<file path="config.mk">
export PLATFORM = sky130hd
export DESIGN_NAME = fetch_unit
export DESIGN_NICKNAME = d
export VERILOG_FILES = /design/src/rtl/fetch_unit.sv
export SDC_FILE = /design/constraint.sdc
export NUM_CORES = 1
export LEC_CHECK = 0
export ABC_AREA = 1
export CELL_PAD_IN_SITES_DETAIL_PLACEMENT = 1
export CELL_PAD_IN_SITES_GLOBAL_PLACEMENT = 1
export CORE_UTILIZATION = 39
export CTS_CLUSTER_SIZE = 20
export DETAILED_ROUTE_END_ITERATION = 12
export HOLD_SLACK_MARGIN = 0.12
export PLACE_DENSITY = 0.95
export RECOVER_POWER = 25
export REMOVE_ABC_BUFFERS = 1
export SLEW_MARGIN = 20
export SYNTH_ARGS = -nofsm -noshare
export SYNTH_HDL_FRONTEND = slang
export SYNTH_SLANG_ARGS = --single-unit
</file>
<file path="constraint.sdc">
create_clock -name clk_i -period 7.9 [get_ports clk_i]
set_clock_uncertainty 0.2 [all_clocks]
set_input_delay 2.37 -clock clk_i [delete_from_list [all_inputs] [get_ports clk_i]]
set_output_delay 2.37 -clock clk_i [all_outputs]
set_load 0.01 [all_outputs]
</file>
<file path="src/rtl/fetch_unit.sv">
// Instruction-fetch stage: PC register, single-outstanding imem handshake,
// one-entry skid buffer for responses that arrive under hold, and the IF/DEC register.
module fetch_unit #(
  parameter logic [31:0] RESET_PC  = 32'h0000_0000,
  parameter logic [31:0] NOP_INSTR = 32'h0000_0013
) (
  input  logic        clk_i,
  input  logic        rst_i,
  input  logic        flush_i,
  input  logic        hold_i,
  input  logic        bypass_i,
  input  logic        branch_i,
  input  logic [31:0] PCnext_i,
  input  logic [31:0] PCcurrent_i,
  output logic        imemReq_o,
  output logic [31:0] imemAddr_o,
  input  logic        imemGnt_i,
  input  logic        imemRvalid_i,
  input  logic [31:0] imemRdata_i,
  output logic [31:0] PCIF_o,
  output logic [31:0] instrDEC_o,
  output logic        validDEC_o
);

  typedef enum logic [2:0] {
    S_IDLE,
    S_REQ,
    S_WAIT,
    S_HELD,
    S_DISCARD
  } state_e;

  state_e      state_q, state_d;
  logic [31:0] pc_q, pc_d;
  logic [31:0] pcif_q, pcif_d;
  logic [31:0] instr_q, instr_d;
  logic        valid_q, valid_d;
  logic [31:0] skid_q, skid_d;

  logic        redirect;
  logic [31:0] target;
  logic [31:0] pc_inc;
  logic        load_word;
  logic [31:0] load_data;

  always_comb begin
    redirect  = flush_i | branch_i | bypass_i;
    target    = bypass_i ? {PCnext_i[31:1], 1'b0}
              : (branch_i ? PCcurrent_i + PCnext_i : PCnext_i);
    pc_inc    = pc_q + 32'd4;
    state_d   = state_q;
    pc_d      = pc_q;
    skid_d    = skid_q;
    load_word = 1'b0;
    load_data = imemRdata_i;

    case (state_q)
      S_IDLE: state_d = S_REQ;
      S_REQ: begin
        if (redirect) begin
          pc_d    = target;
          state_d = imemGnt_i ? S_DISCARD : S_REQ;
        end else if (imemGnt_i) begin
          state_d = S_WAIT;
        end
      end
      S_WAIT: begin
        if (redirect) begin
          pc_d    = target;
          state_d = imemRvalid_i ? S_REQ : S_DISCARD;
        end else if (imemRvalid_i) begin
          if (hold_i) begin
            skid_d  = imemRdata_i;
            state_d = S_HELD;
          end else begin
            load_word = 1'b1;
            pc_d      = pc_inc;
            state_d   = S_REQ;
          end
        end
      end
      S_HELD: begin
        if (redirect) begin
          skid_d  = NOP_INSTR;
          pc_d    = target;
          state_d = S_REQ;
        end else if (!hold_i) begin
          load_word = 1'b1;
          load_data = skid_q;
          skid_d    = NOP_INSTR;
          pc_d      = pc_inc;
          state_d   = S_REQ;
        end
      end
      S_DISCARD: begin
        // A redirect here retargets the PC; the stale response still has to be
        // drained before a new request can go out.
        if (redirect) pc_d = target;
        if (imemRvalid_i) state_d = S_REQ;
      end
      default: state_d = S_IDLE;
    endcase
  end

  always_comb begin
    pcif_d  = pcif_q;
    instr_d = instr_q;
    valid_d = valid_q;
    if (redirect) begin
      instr_d = NOP_INSTR;
      valid_d = 1'b0;
    end else if (!hold_i) begin
      if (load_word) begin
        pcif_d  = pc_q;
        instr_d = load_data;
        valid_d = 1'b1;
      end else begin
        instr_d = NOP_INSTR;
        valid_d = 1'b0;
      end
    end
  end

  always_ff @(posedge clk_i or posedge rst_i) begin
    if (rst_i) begin
      state_q <= S_IDLE;
      pc_q    <= RESET_PC;
      pcif_q  <= RESET_PC;
      instr_q <= NOP_INSTR;
      valid_q <= 1'b0;
      skid_q  <= NOP_INSTR;
    end else begin
      state_q <= state_d;
      pc_q    <= pc_d;
      pcif_q  <= pcif_d;
      instr_q <= instr_d;
      valid_q <= valid_d;
      skid_q  <= skid_d;
    end
  end

  assign imemReq_o  = (state_q == S_REQ);
  assign imemAddr_o = pc_q;
  assign PCIF_o     = pcif_q;
  assign instrDEC_o = instr_q;
  assign validDEC_o = valid_q;

endmodule
</file>
* Yosys cells after proc, flatten, opt, wreduce, memory -nomap -nowiden
Index checks and enable logic that the tools add are counted. Widths: inputs -> output; s select.
Storage, ports and cells: register bits after elaboration 132, latch bits 0, RAM bits 0, bits in read-only memories 0, output and inout bits 98, memories 0
Operators by class: $add $sub $neg 2, $mul 0, divide/modulo/power cells 0, $lt $le $gt $ge 0, eq/ne operators 13, shift-type cells 0, multiplexer cells 37, bitwise operators 4, reduce and logical (&&, ||, !) cells 8
Operators with widths (number):
- $mux 32 | 16
- $pmux 32 s3 | 1
- $pmux 32 s2 | 1
- $add 32x3->32 const B | 1
- $add 32x32->32 | 1
- $mux 3 | 9
- $pmux 3 s5 | 1
- $ne 2x2->1 const B | 4
- $mux 1 | 7
- $eq 3x2->1 const B | 2
- $ne 3x3->1 const B | 2
- $reduce_and 3->1 | 2
- $reduce_and 5->1 | 1
- $ne 2x1->1 const B | 2
- $reduce_and 4->1 | 1
- $eq 3x1->1 const B | 1
- $eq 3x3->1 const B | 1
- $logic_not 3->1 | 1
- $ne 3x1->1 const B | 1
- $reduce_bool 3->1 | 1
- $mux 2 | 1
- $not 1->1 | 2
- $or 1x1->1 | 2
- $pmux 1 s2 | 1
- 2 further kinds | 2

* Depth between registers and ports, before layout
Gate-level depths: netlist of run 1.
depth after elaboration 7, gate-level depth with buffers 16

* Least setup slack after synthesis of run 1
OpenSTA, ideal clock, no wires.
kind input to register, from input PCnext_i[0], to register pc_q[24], in the netlist imemAddr_o[24], setup time 116 ps, arrival 3800 ps, data required time 7584 ps, path slack 3784 ps, cell stages on the path 15, cells stage by stage ha_1 -> inv_1 -> fa_1 -> inv_1 -> nand3_1 -> nand3_1 -> nand2_1 -> nand2_1 -> nand2_1 -> nand3_1 -> nand2_1 -> nand3_1 -> nand2_1 -> nand2_1 -> nand2_1
On the way: cells in the longest elaborated chain, start to end 5
Ends and longest elaborated chain:
- from (decl) | RTL line 13 | input logic [31:0] PCnext_i,
- $add 32x32->32 * | RTL line 49 | : (branch_i ? PCcurrent_i + PCnext_i : PCnext_i);
- $mux 32 * | RTL line 49
- $mux 32 * | RTL line 48 | target = bypass_i ? {PCnext_i[31:1], 1'b0}
- $mux 32 (on tied branches)
- $pmux 32 s3 * | RTL line 57 | case (state_q)
- to (signal assigned) | RTL line 134 | pc_q <= pc_d;
- to (decl) | RTL line 34 | logic [31:0] pc_q, pc_d;
Every way passes the cells marked *; elsewhere a longest branch is shown, timed or not. The select of a mux whose other input is x is not followed. A chain may end at the register's enable or synchronous reset.

==> impl_metrics.yaml, run 1 <==
clock_network:
  cts_made_buffers: 17
  post_cts_buffers: 0
  clockBufferDepth: 2
  ctsHoldBuffers: 0
  cts_root_buf: "clkbuf_16"
  clk_pin_slew_ns: 0.06
  clock-sinks: 132
  ctsResizeCount: 0
  htree_levels: 4
  cts_tree: "built"
  clock_latency_ns: 0.42
routing:
  vias_per_cell: 5.30
  wl_um: 33000
  wire_per_inst_um: 17.4
  topRoutingLayerUsed: "met4"
  vias: 10000
  first_pass_iters: 4
  ant_nets: 0
  drc: 0
  met3_length_um: 1490
  dr_wl_met2_um: 16400
  drt_first_iter_violations: 409
  met1_length_um: 13900
timing:
  worst_slew_pin_slew_ns: 3.08
  fin_crit_sh_pct: 67.3
  holdWs_ns: 0.270
  drv_slew: 72
  max_freq_mhz: 188
  hold_violations: 0
  rsz0062_at_grt: "false"
  finalSetupTns_ns: 0
  slew_headroom_pct: -106
  min_period_ns: 5.32
  setup_viol: 0
logic_synthesis:
  synth.area.top_cells: "dfrtp_1, nand2_1, inv_1"
  synthesis.area_sq_mm: 0.00914
  ys_warn_count: 0
  synth_edf_count: 0
  async_reset_ff_share_pct: 100
  ys_seq_elements: 132
  yosysTopAreaCell: "dfrtp_1"
  syn-mean-instance-area_sq_um: 6.60
  yosysSeqAreaShare_pct: 36.2
  synth_top_area_share_pct: 34.5
  postSynthCellCount: 1384
  synth_top_flop_cell: "dfrtp_1"
  yosysUniqueCellTypes: 42
power_and_ir_drop:
  power_frac_clock_pct: 25.8
  p_switching_uw: 1270
  netSwitchingFraction_pct: 40.2
  pwr-share-seq_pct: 34.0
  p_comb_share_pct: 40.2
  power.total_uw: 3150
  intPower_uw: 1880
  ir_drop_mv: 0.189
  pwr_density_cell_mw_per_mm2: 262
  leakagePower_uw: 0.00609
floorplan:
  die_w_um: 155
  coreArea_sq_mm: 0.0228
  start_util_pct: 40.0
  num_rows: 55
  die_area_sq_mm: 0.0241
  ios: 202
  die_h_um: 155
finish:
  drive_gt1_share_pct: 5.18
  postLayoutCellArea_sq_mm: 0.0120
  fillers: 3006
  multiInputGateArea_sq_mm: 0.00489
  final_cell_mix: "nand2_1, clkdlybuf4s50_1, inv_1"
  syn2layout_area_growth_pct: 31.5
  nets: 1707
  layout_commonest_cell: "nand2_1"
  diodes: 0
  register_area_sq_mm: 0.00331
critical_path:
  cp_slowest_cell: "clkinvlp_2"
  endpoint_kind: "asynchronous set/reset pin"
  worstPathRequired_ns: 8.14
  start_kind: "input pin"
  worstPathArrival_ns: 5.56
  crit_path_max_fanout: 71
  critical_path_class: "input pin to asynchronous set/reset pin"
  crit_chain: "dlygate4sd3_1 > clkinvlp_2 > buf_4"
  slowest_delay_ns: 1.72
global_routing:
  first_global_vias: 10600
  grt_start_max_net_pins: 72
  grtUsageTotal_pct: 28.2
  grt_pass1_wl_um: 53800
  overflow: 0
  grt_antenna_before_repair: 0
placed_design:
  placed_area_sq_mm: 0.0114
  io_buffers: 201
  place_congestion: 0.935
  post-dp-hpwl_um: 25300
run:
  drv_cap: 1
status:
  status: "finished with violations"
  violations: "capacitance limit, slew limit"
hold_path:
  hold_path_class: "flip-flop to flip-flop"
[logic make-up (layout without fill, tap and decap cells)]
kind of cell               after synthesis  in the layout  synth area share, %
and+or+nand+nor                        737            737                 33.3
buffers and inverters                  238            437                 10.2
AOI/OAI and AO/OA                      231            231                 14.4
DFF                                    132            132                 36.2
adders and majority gates               33             33                 4.60
xor gates and xnor gates                13             13                 1.25
[final cells by class]
cell class | instances | area share [%]
multi-input combinational | 1014 | 40.7
inverter | 197 | 6.16
tap | 313 | 3.26
sequential | 132 | 27.5
clock inverter | 12 | 1.29
timing repair buffer | 208 | 17.3
clock buffer | 20 | 3.80
[cell usage after synthesis (5+ instances only)]
cell / instances
inv_2: 14
nor2_1: 99
nor2_4: 5
nand3_1: 71
o21ai_1: 32
dfstp_2: 6
buf_2: 19
o211ai_1: 6
dfrtp_1: 126
clkbuf_1: 15
a22o_1: 29
inv_1: 182
xnor2_1: 11
a21oi_1: 112
o21ai_0: 38
nor3_1: 20
nand4_1: 11
nor2_2: 6
ha_1: 32
nand2_1: 508
[worst max-delay path: cells and delay by family]
| kind | cells | cell delay [ns] |
|---|---|---|
| buf+inv | 3 | 3.15 |
[stage by stage]
step	utilization [%]	setup slack (ns)	std cells
floorplan	-	1.81	1343
global placement	49.9	2.61	1863
detailed placement	50.0	2.50	1864
CTS	52.6	2.92	1896
global route	52.6	2.00	1896
finish	52.6	2.58	1896
[power by group through the flow]
| stage | clock network [uW] | registers [uW] | logic [uW] |
|---|---|---|---|
| 2_1_floorplan | 0 | 1070 | 651 |
| 3_3_place_gp | 0 | 1060 | 1180 |
| 3_5_place_dp | 0 | 1080 | 1250 |
| 4_1_cts | 823 | 1070 | 1270 |
| 5_1_grt | 849 | 1100 | 1400 |
| 6_report | 812 | 1070 | 1270 |
[final timing paths]
check,startpoint,end,slack [ns],cells past startpoint
max in group clk_i,branch_i,imemAddr_o[17],2.77,9
setup / recovery,rst_i,PCIF_o[8],2.58,3
setup reg to reg,state_q[2],skid_q[29],4.89,9
hold reg to reg,PCIF_o[1],PCIF_o[1],0.27,2
min in group asynchronous,rst_i,skid_q[16],3.09,2
hold / removal,PCIF_o[1],PCIF_o[1],0.27,2
[flip-flops by register name, summed over array words and instances, names as in the netlist]
name,cells
skid_q,32
imemAddr_o,32
instrDEC_o,32
validDEC_o,1
PCIF_o,32
state_q,3
[routing by layer]
metal / vias to the layer above / GRT usage, %
li1: 4777 / -
met1: 4905 / 33.9
met2: 289 / 50.0
met3: 74 / 4.29
met4: 0 / 12.2
met5: - / 0
Note: power is estimated with default switching activity, not from simulation.
==> inputs of run 2 (changes only) <==
CORE_UTILIZATION = 36   (was 39)
PLACE_DENSITY = 0.92   (was 0.95)
clock period = 4.94 ns   (was 7.9 ns; I/O delays follow)
==> impl_metrics.yaml, run 2 (synthesized netlist as in run 1, its figures left out) <==
floorplan:
  die_w_um: 161
  ios: 202
  start_util_pct: 37.2
  die_h_um: 161
  coreArea_sq_mm: 0.0246
  die_area_sq_mm: 0.0260
  num_rows: 57
finish:
  layout_commonest_cell: "nand2_1"
  fin_util_pct: 49.1
  final_cell_mix: "nand2_1, clkdlybuf4s50_1, inv_1"
  drive_gt1_share_pct: 5.49
  stdcell_count: 1910
  syn2layout_area_growth_pct: 32.2
  nets: 1711
  fillers: 3186
  diodes: 0
timing:
  fin_crit_sh_pct: 79.5
  rsz0062_at_grt: "false"
  finalSetupTns_ns: 0
  min_period_ns: 3.92
  worst_slew_pin_slew_ns: 1.81
  hold_violations: 0
  slew_headroom_pct: -20.6
  drv_slew: 81
  setup_viol: 0
  max_freq_mhz: 255
  fin_ws_ns: 1.02
routing:
  wl_um: 33400
  met1_length_um: 14400
  vias: 10000
  first_pass_iters: 5
  met3_length_um: 1390
  dr_wl_met2_um: 16500
  drc: 0
  ant_nets: 0
  topRoutingLayerUsed: "met4"
  vias_per_cell: 5.25
  wire_per_inst_um: 17.5
  drt_first_iter_violations: 562
clock_network:
  post_cts_buffers: 0
  clockBufferDepth: 2
  clock-sinks: 132
  cts_made_buffers: 17
  cts_root_buf: "clkbuf_16"
  clk_pin_slew_ns: 0.06
  clock_latency_ns: 0.42
  htree_levels: 4
  cts_tree: "built"
  ctsResizeCount: 0
  ctsHoldBuffers: 0
power_and_ir_drop:
  ir_drop_mv: 0.208
  pwr_density_cell_mw_per_mm2: 423
  leakagePower_uw: 0.00606
  power.total_uw: 5110
placed_design:
  place_congestion: 0.873
  post-dp-hpwl_um: 25500
  post-place-ws_ns: 0.805
  io_buffers: 201
  placed_cells: 1879
run:
  drv_cap: 1
critical_path:
  r2r_slack_ns: 2.15
  cp_slowest_cell: "clkdlybuf4s50_1"
  critPathBufInv: 3
  rr_startpoint: "state_q[1]"
  ff2ff_path_depth: 11
  critical_path_class: "input pin to flip-flop"
  worstPathArrival_ns: 4.04
  crit_path_max_fanout: 40
  worstPathRequired_ns: 5.06
  critPathTopFamily: "buffers and inverters"
  crit_chain: "clkdlybuf4s50_1 > nor2_2 > nand2_1 > nor2_2 > buf_4 > o21ai_0 > nor2_4 > buf_4 > nor2_1 > a21oi_1"
  endpoint_kind: "flip-flop"
  slowest_delay_ns: 0.43
  regToRegEndpoint: "skid_q[15]"
  start_kind: "input pin"
status:
  status: "finished with violations"
  violations: "capacitance limit, slew limit"
global_routing:
  overflow: 0
  grt_pass1_wl_um: 54000
  grt_start_max_net_pins: 82
  first_global_vias: 10400
  grtUsageTotal_pct: 26.1
  grt_antenna_before_repair: 0
hold_path:
  hold_path.startpoint: "PCIF_o[19]"
  min_to: "PCIF_o[19]"
  hold_path_class: "flip-flop to flip-flop"
  hold_depth: 2
run 2: worst min-delay path, delay by kind of cell, from the launching register on:
| family | cells | cell delay [ns] |
|---|---|---|
| flip-flops | 1 | 0.34 |
| AND/OR/NAND/NOR | 2 | 0.11 |
run 2: final cells by class:
class / count / area, sq um / area share (%)
clock buffers: 18 / 439 / 3.64
clock inverters: 13 / 184 / 1.52
inverters: 197 / 743 / 6.15
multi-input cells: 1014 / 4890 / 40.5
flip-flops and latches: 132 / 3310 / 27.4
well taps: 324 / 405 / 3.36
repair buffers: 212 / 2110 / 17.4
run 2: power breakdown:
part           internal (uW)  total (uW)  switching [uW]
Combinational            804        2050            1250
Clock                    854        1350             494
Sequential              1400        1710             311
Total                   3060        5110            2050
run 2: worst max path at each step:
stage,depth (start not counted),slack (ns),startpoint,to
5_1_grt,10,0.80,branch_i,skid_q[29]
3_5_place_dp,16,0.81,PCnext_i[0],imemAddr_o[24]
4_1_cts,10,1.14,branch_i,skid_q[29]
2_1_floorplan,1,-0.26,rst_i,PCIF_o[0]
3_3_place_gp,16,0.92,PCnext_i[0],imemAddr_o[28]
6_report,10,1.02,branch_i,skid_q[15]
run 2: metal layers:
metal,GRT usage (%),vias up
met5,0,-
met4,10.4,0
met3,3.13,77
met2,45.8,289
met1,32.5,4889
li1,-,4777
run 2: metrics by stage:
stage	hold WS, ns	area, sq um
global placement	0.257	11500
detailed placement	0.269	11500
floorplan	0.248	8940
global route	0.296	12100
CTS	0.281	12100
finish	0.273	12100
==> patch 1, RTL diff (config.mk and constraints of run 2) <==
The 5 states of `state_e` get a one-hot encoding in 5 bits.
--- a/src/rtl/fetch_unit.sv
+++ b/src/rtl/fetch_unit.sv
@@ -24,8 +24,8 @@
 
-  typedef enum logic [2:0] {
-    S_IDLE,
-    S_REQ,
-    S_WAIT,
-    S_HELD,
-    S_DISCARD
+  typedef enum logic [4:0] {
+    S_IDLE    = 5'b00001,
+    S_REQ     = 5'b00010,
+    S_WAIT    = 5'b00100,
+    S_HELD    = 5'b01000,
+    S_DISCARD = 5'b10000
   } state_e;
Check against the original RTL: same outputs for any inputs over 4 cycles, from zero or initial values and one cycle with rst_i high; so few cycles prove little.
==> patch 1 against run 2 <==
The flow still finishes with violations (capacitance limit, slew limit); combinational power fell by 23%; global-route usage fell by 0.20 points; synthesized area rose by 2.7%; largest cell class unchanged; final area rose by 1.6%; total power fell by 14%; routed wire length rose by 1.5%; largest power group unchanged; setup slack improved by 60 ps; sequential cell count rose by 2; critical endpoint is now skid_q[19]; hold slack improved by 7.7 ps.
==> patch 1: results (changes against run 2) <==
run_status:
  status: "finished, violations left"
  violations: "capacitance limit, slew limit"
cells_and_area:
  multi_input_comb_cells: 1033  # +1.9%
  nClkBuffers: 19  # +1
  layout.nonclk_buf_share_pct: 17.2  # -0.26 points
  nets: 1740  # +1.7%
  multi_input_area_um2: 5010  # +2.3%
  layout.non_clock_buffers: 209  # -1.4%
  seqAreaFraction_pct: 27.4  # about the same
  final_util_pct: 48.3  # -0.77 points
  nNonClkInverters: 208  # +5.6%
synthesis:
  yosysUniqueCellTypes: 46  # +9.5%
  yosysSeqAreaShare_pct: 35.8  # -0.39 points
  synth.area.top_cells: "dfrtp_1, nand2_1, inv_1, nor2_1, a21oi_1"
  synth.ff_latch_count: 134  # +1.5%
detailed_routing:
  wl_met2_um: 16700  # +1.1%
  vias: 10100  # +0.38%
  routedWlPerCell_um: 17.4  # -0.42%
  dr_wl_met3_um: 1610  # +16%
  vias_per_cell: 5.17  # -1.5%
global_route:
  grt_usage_pct: 25.9  # -0.20 points
  grt_first_pass_wirelength_um: 54700  # +1.3%
  grtUsageMet1_pct: 32.3  # -0.22 points
  grt_use_met3_pct: 3.28  # +0.14 points
  grtUsageMet2_pct: 45.6  # -0.26 points
  grt_pass1_vias: 10600  # +1.7%
worst_setup_path:
  startpoint: "bypass_i"
  crit_fanout: 64  # +60%
  r2r_setup_slack_ps: 1610  # -540 ps
  r2r_end: "skid_q[19]"
  rr_worst_depth: 8  # -3
placement:
  hpwl_um: 26500  # +3.8%
  pre_cts_slack_ps: 806  # +0.703 ps
  dp.cells: 1914  # +1.9%
  place.gp.congestion: 0.895  # +2.5%
  placed_cell_area_um2: 11700  # +1.9%
floorplanning:
  core_um2: 25400  # +3.2%
sta:
  tightest_slew_ps: 1670  # -142 ps
  report.final.slew_viol_count: 35  # -57%
  setup_ws_ps: 1070  # +59.5 ps
power:
  vdd_drop_max_uv: 175  # -16%
hold_path:
  min_from: "skid_q[1]"
run:
  drv_cap: 1  # unchanged
==> patch 1: worst max-delay path: stages <==
cell and delay, ps:
clkdlybuf4s50_1 440, nor2_2 160, nand2_1 260, nor2_2 220
inv_2 110, nor2_1 140, nor2_1 90, inv_2 750
nand2_1 160, o21ai_1 150
==> patch 1: where the power goes <==
part,leakage [nW],internal [mW],switching (mW),total (mW)
combinational,4.24,0.619,0.953,1.57
clock,0.285,0.801,0.510,1.31
sequential,1.79,1.28,0.225,1.50
==> patch 1: kinds of logic (layout without fill, tap and decap cells) <==
family	count (synthesis)	after routing	share of synthesized area (%)
buffers and inverters	250	449	10.9
adders and majority gates	33	33	4.48
AOI/OAI and AO/OA	210	210	13.0
DFF	134	134	35.8
xor gates and xnor gates	14	14	1.31
and+or+nand+nor	773	773	34.1
muxes	3	3	0.347
==> patch 2, RTL diff (settings of run 2) <==
Without the edit above. Set the parameter `NOP_INSTR` to 32'h00000010 (it was 32'h0000_0013).
--- a/src/rtl/fetch_unit.sv
+++ b/src/rtl/fetch_unit.sv
@@ -4,3 +4,3 @@
   parameter logic [31:0] RESET_PC  = 32'h0000_0000,
-  parameter logic [31:0] NOP_INSTR = 32'h0000_0013
+  parameter logic [31:0] NOP_INSTR = 32'h00000010
 ) (
Check against the original RTL: not equivalent (Yosys sat finds a counterexample within 4 cycles, from zero or initial values and one cycle with rst_i high).
==> patch 2 against run 2 <==
Final area barely moved; total power decreased by 1.4%; core utilization decreased by 0.97 points; critical endpoint is now imemAddr_o[20]; hold slack improved by 0.84 ps; routed wire length increased by 2.0%; largest cell class unchanged; setup slack better by 240 ps; sequential cell count unchanged; die area increased by 0.68%; synthesized area up 0.68%; via count up 0.14%.
==> patch 2: results (changes against run 2) <==
run_status:
  status: "complete, no violations"
cells_and_area:
  fillerInstances: 3248  # +1.9%
  post_route_cells_drive_above_1_share_pct: 5.68  # +0.19 points
  num_antenna_cells: 0  # unchanged
  nets: 1710  # -0.058%
global_route:
  grt_pass1_vias: 10500  # +1.3%
  grt_first_pass_wirelength_um: 55100  # +2.0%
  grt_usage_pct: 26.5  # +0.39 points
  grt_max_degree: 68  # -17%
worst_setup_path:
  crit_fanout: 4  # -90%
  rr_worst_depth: 11  # unchanged
  cpPeakStageDelay_ps: 480  # +50 ps
  cp.arrival_ps: 3790  # -250 ps
  path_delay_family: "simple AND/OR/NAND/NOR gates"
detailed_routing:
  wirelength_um: 34100  # +2.0%
  wl_met2_um: 17200  # +4.1%
  drt-initial-drc-count: 746  # +33%
  routedWlPerCell_um: 17.8  # +1.8%
  wl_met1_um: 14600  # +1.1%
  vias: 10000  # +0.14%
placement:
  pre_cts_slack_ps: 824  # +18.8 ps
  dp.cells: 1884  # +0.27%
  hpwl_um: 26200  # +2.6%
clocking:
  cts_setup_buffers: 0  # unchanged
power:
  vdd_drop_max_uv: 234  # +12%
sta:
  report.final.slew_viol_count: 0  # -100%
  tightest_slew_ps: 1410  # -398 ps
synthesis:
  synth.area.top_cells: "dfrtp_1, nand2_1, inv_1, a21oi_1, ha_1"
  syn_area_per_cell_um2: 6.66  # +0.83%
  synthTopCellsByCount: "nand2_1, inv_1, dfrtp_1"
## patch 2: cell types whose count changed after synthesis, sizes merged
cell	delta
dfrtp	+4
dfstp	-4
nand2	+4
o21ai	-4
a22o	+2
or2	-2
buf	-1
clkbuf	+1
clkinv	-1
inv	-1
## patch 2: logic make-up after synthesis
kind of cell,synth area share [%]
AOI/OAI and AO/OA,14.7
xor gates and xnor gates,1.24
DFF,35.9
and+or+nand+nor,33.1
buffers and inverters,10.5
adders and majority gates,4.57
## patch 2: layer usage
layer  track usage, %  vias up
li1                 -     4786
met1             32.9     4912
met2             47.5      292
met3             3.12       56
met4             8.75        0
met5                0        -
## patch 2: final timing paths
| check | start | endpoint | slack (ps) |
|---|---|---|---|
| setup / recovery | PCnext_i[0] | imemAddr_o[20] | 1250 |
| hold / removal | PCIF_o[1] | PCIF_o[1] | 270 |
| setup reg to reg | state_q[2] | skid_q[5] | 2120 |
| hold reg to reg | PCIF_o[1] | PCIF_o[1] | 270 |
| max in group asynchronous | rst_i | instrDEC_o[4] | 1760 |
| min in group asynchronous | rst_i | skid_q[27] | 1660 |
## patch 2: area by class of cell
class / count / area [µm²] / share of cell area (%)
Clock buffer: 19 / 453 / 3.75
Inverter: 195 / 736 / 6.09
Tap cell: 330 / 413 / 3.42
Sequential cell: 132 / 3310 / 27.4
Timing Repair Buffer: 213 / 2110 / 17.5
Multi-Input combinational cell: 1014 / 4930 / 40.8
Clock inverter: 12 / 131 / 1.09
## patch 2: through the flow
| stage | util, % | hold WS [ps] |
|---|---|---|
| 6_report | 48.1 | 274 |
| 3_3_place_gp | 45.8 | 258 |
| 3_5_place_dp | 45.8 | 262 |
| 5_1_grt | 48.1 | 299 |
| 2_1_floorplan | - | 248 |
| 4_1_cts | 48.1 | 277 |
## patch 2: worst register-to-register path: cells and delay by family (launching register included)
family,cells,cell delay [ps]
AND/OR/NAND/NOR,5,870
AO/OA/AOI/OAI,1,50
flip-flops,1,420
buffers and inverters,5,1140
## patch 2: power breakdown
| group | total (mW) | internal, mW | switching [mW] |
|---|---|---|---|
| sequential | 1.71 | 1.40 | 0.316 |
| clock | 1.25 | 0.767 | 0.482 |
| combinational | 2.08 | 0.812 | 1.27 |
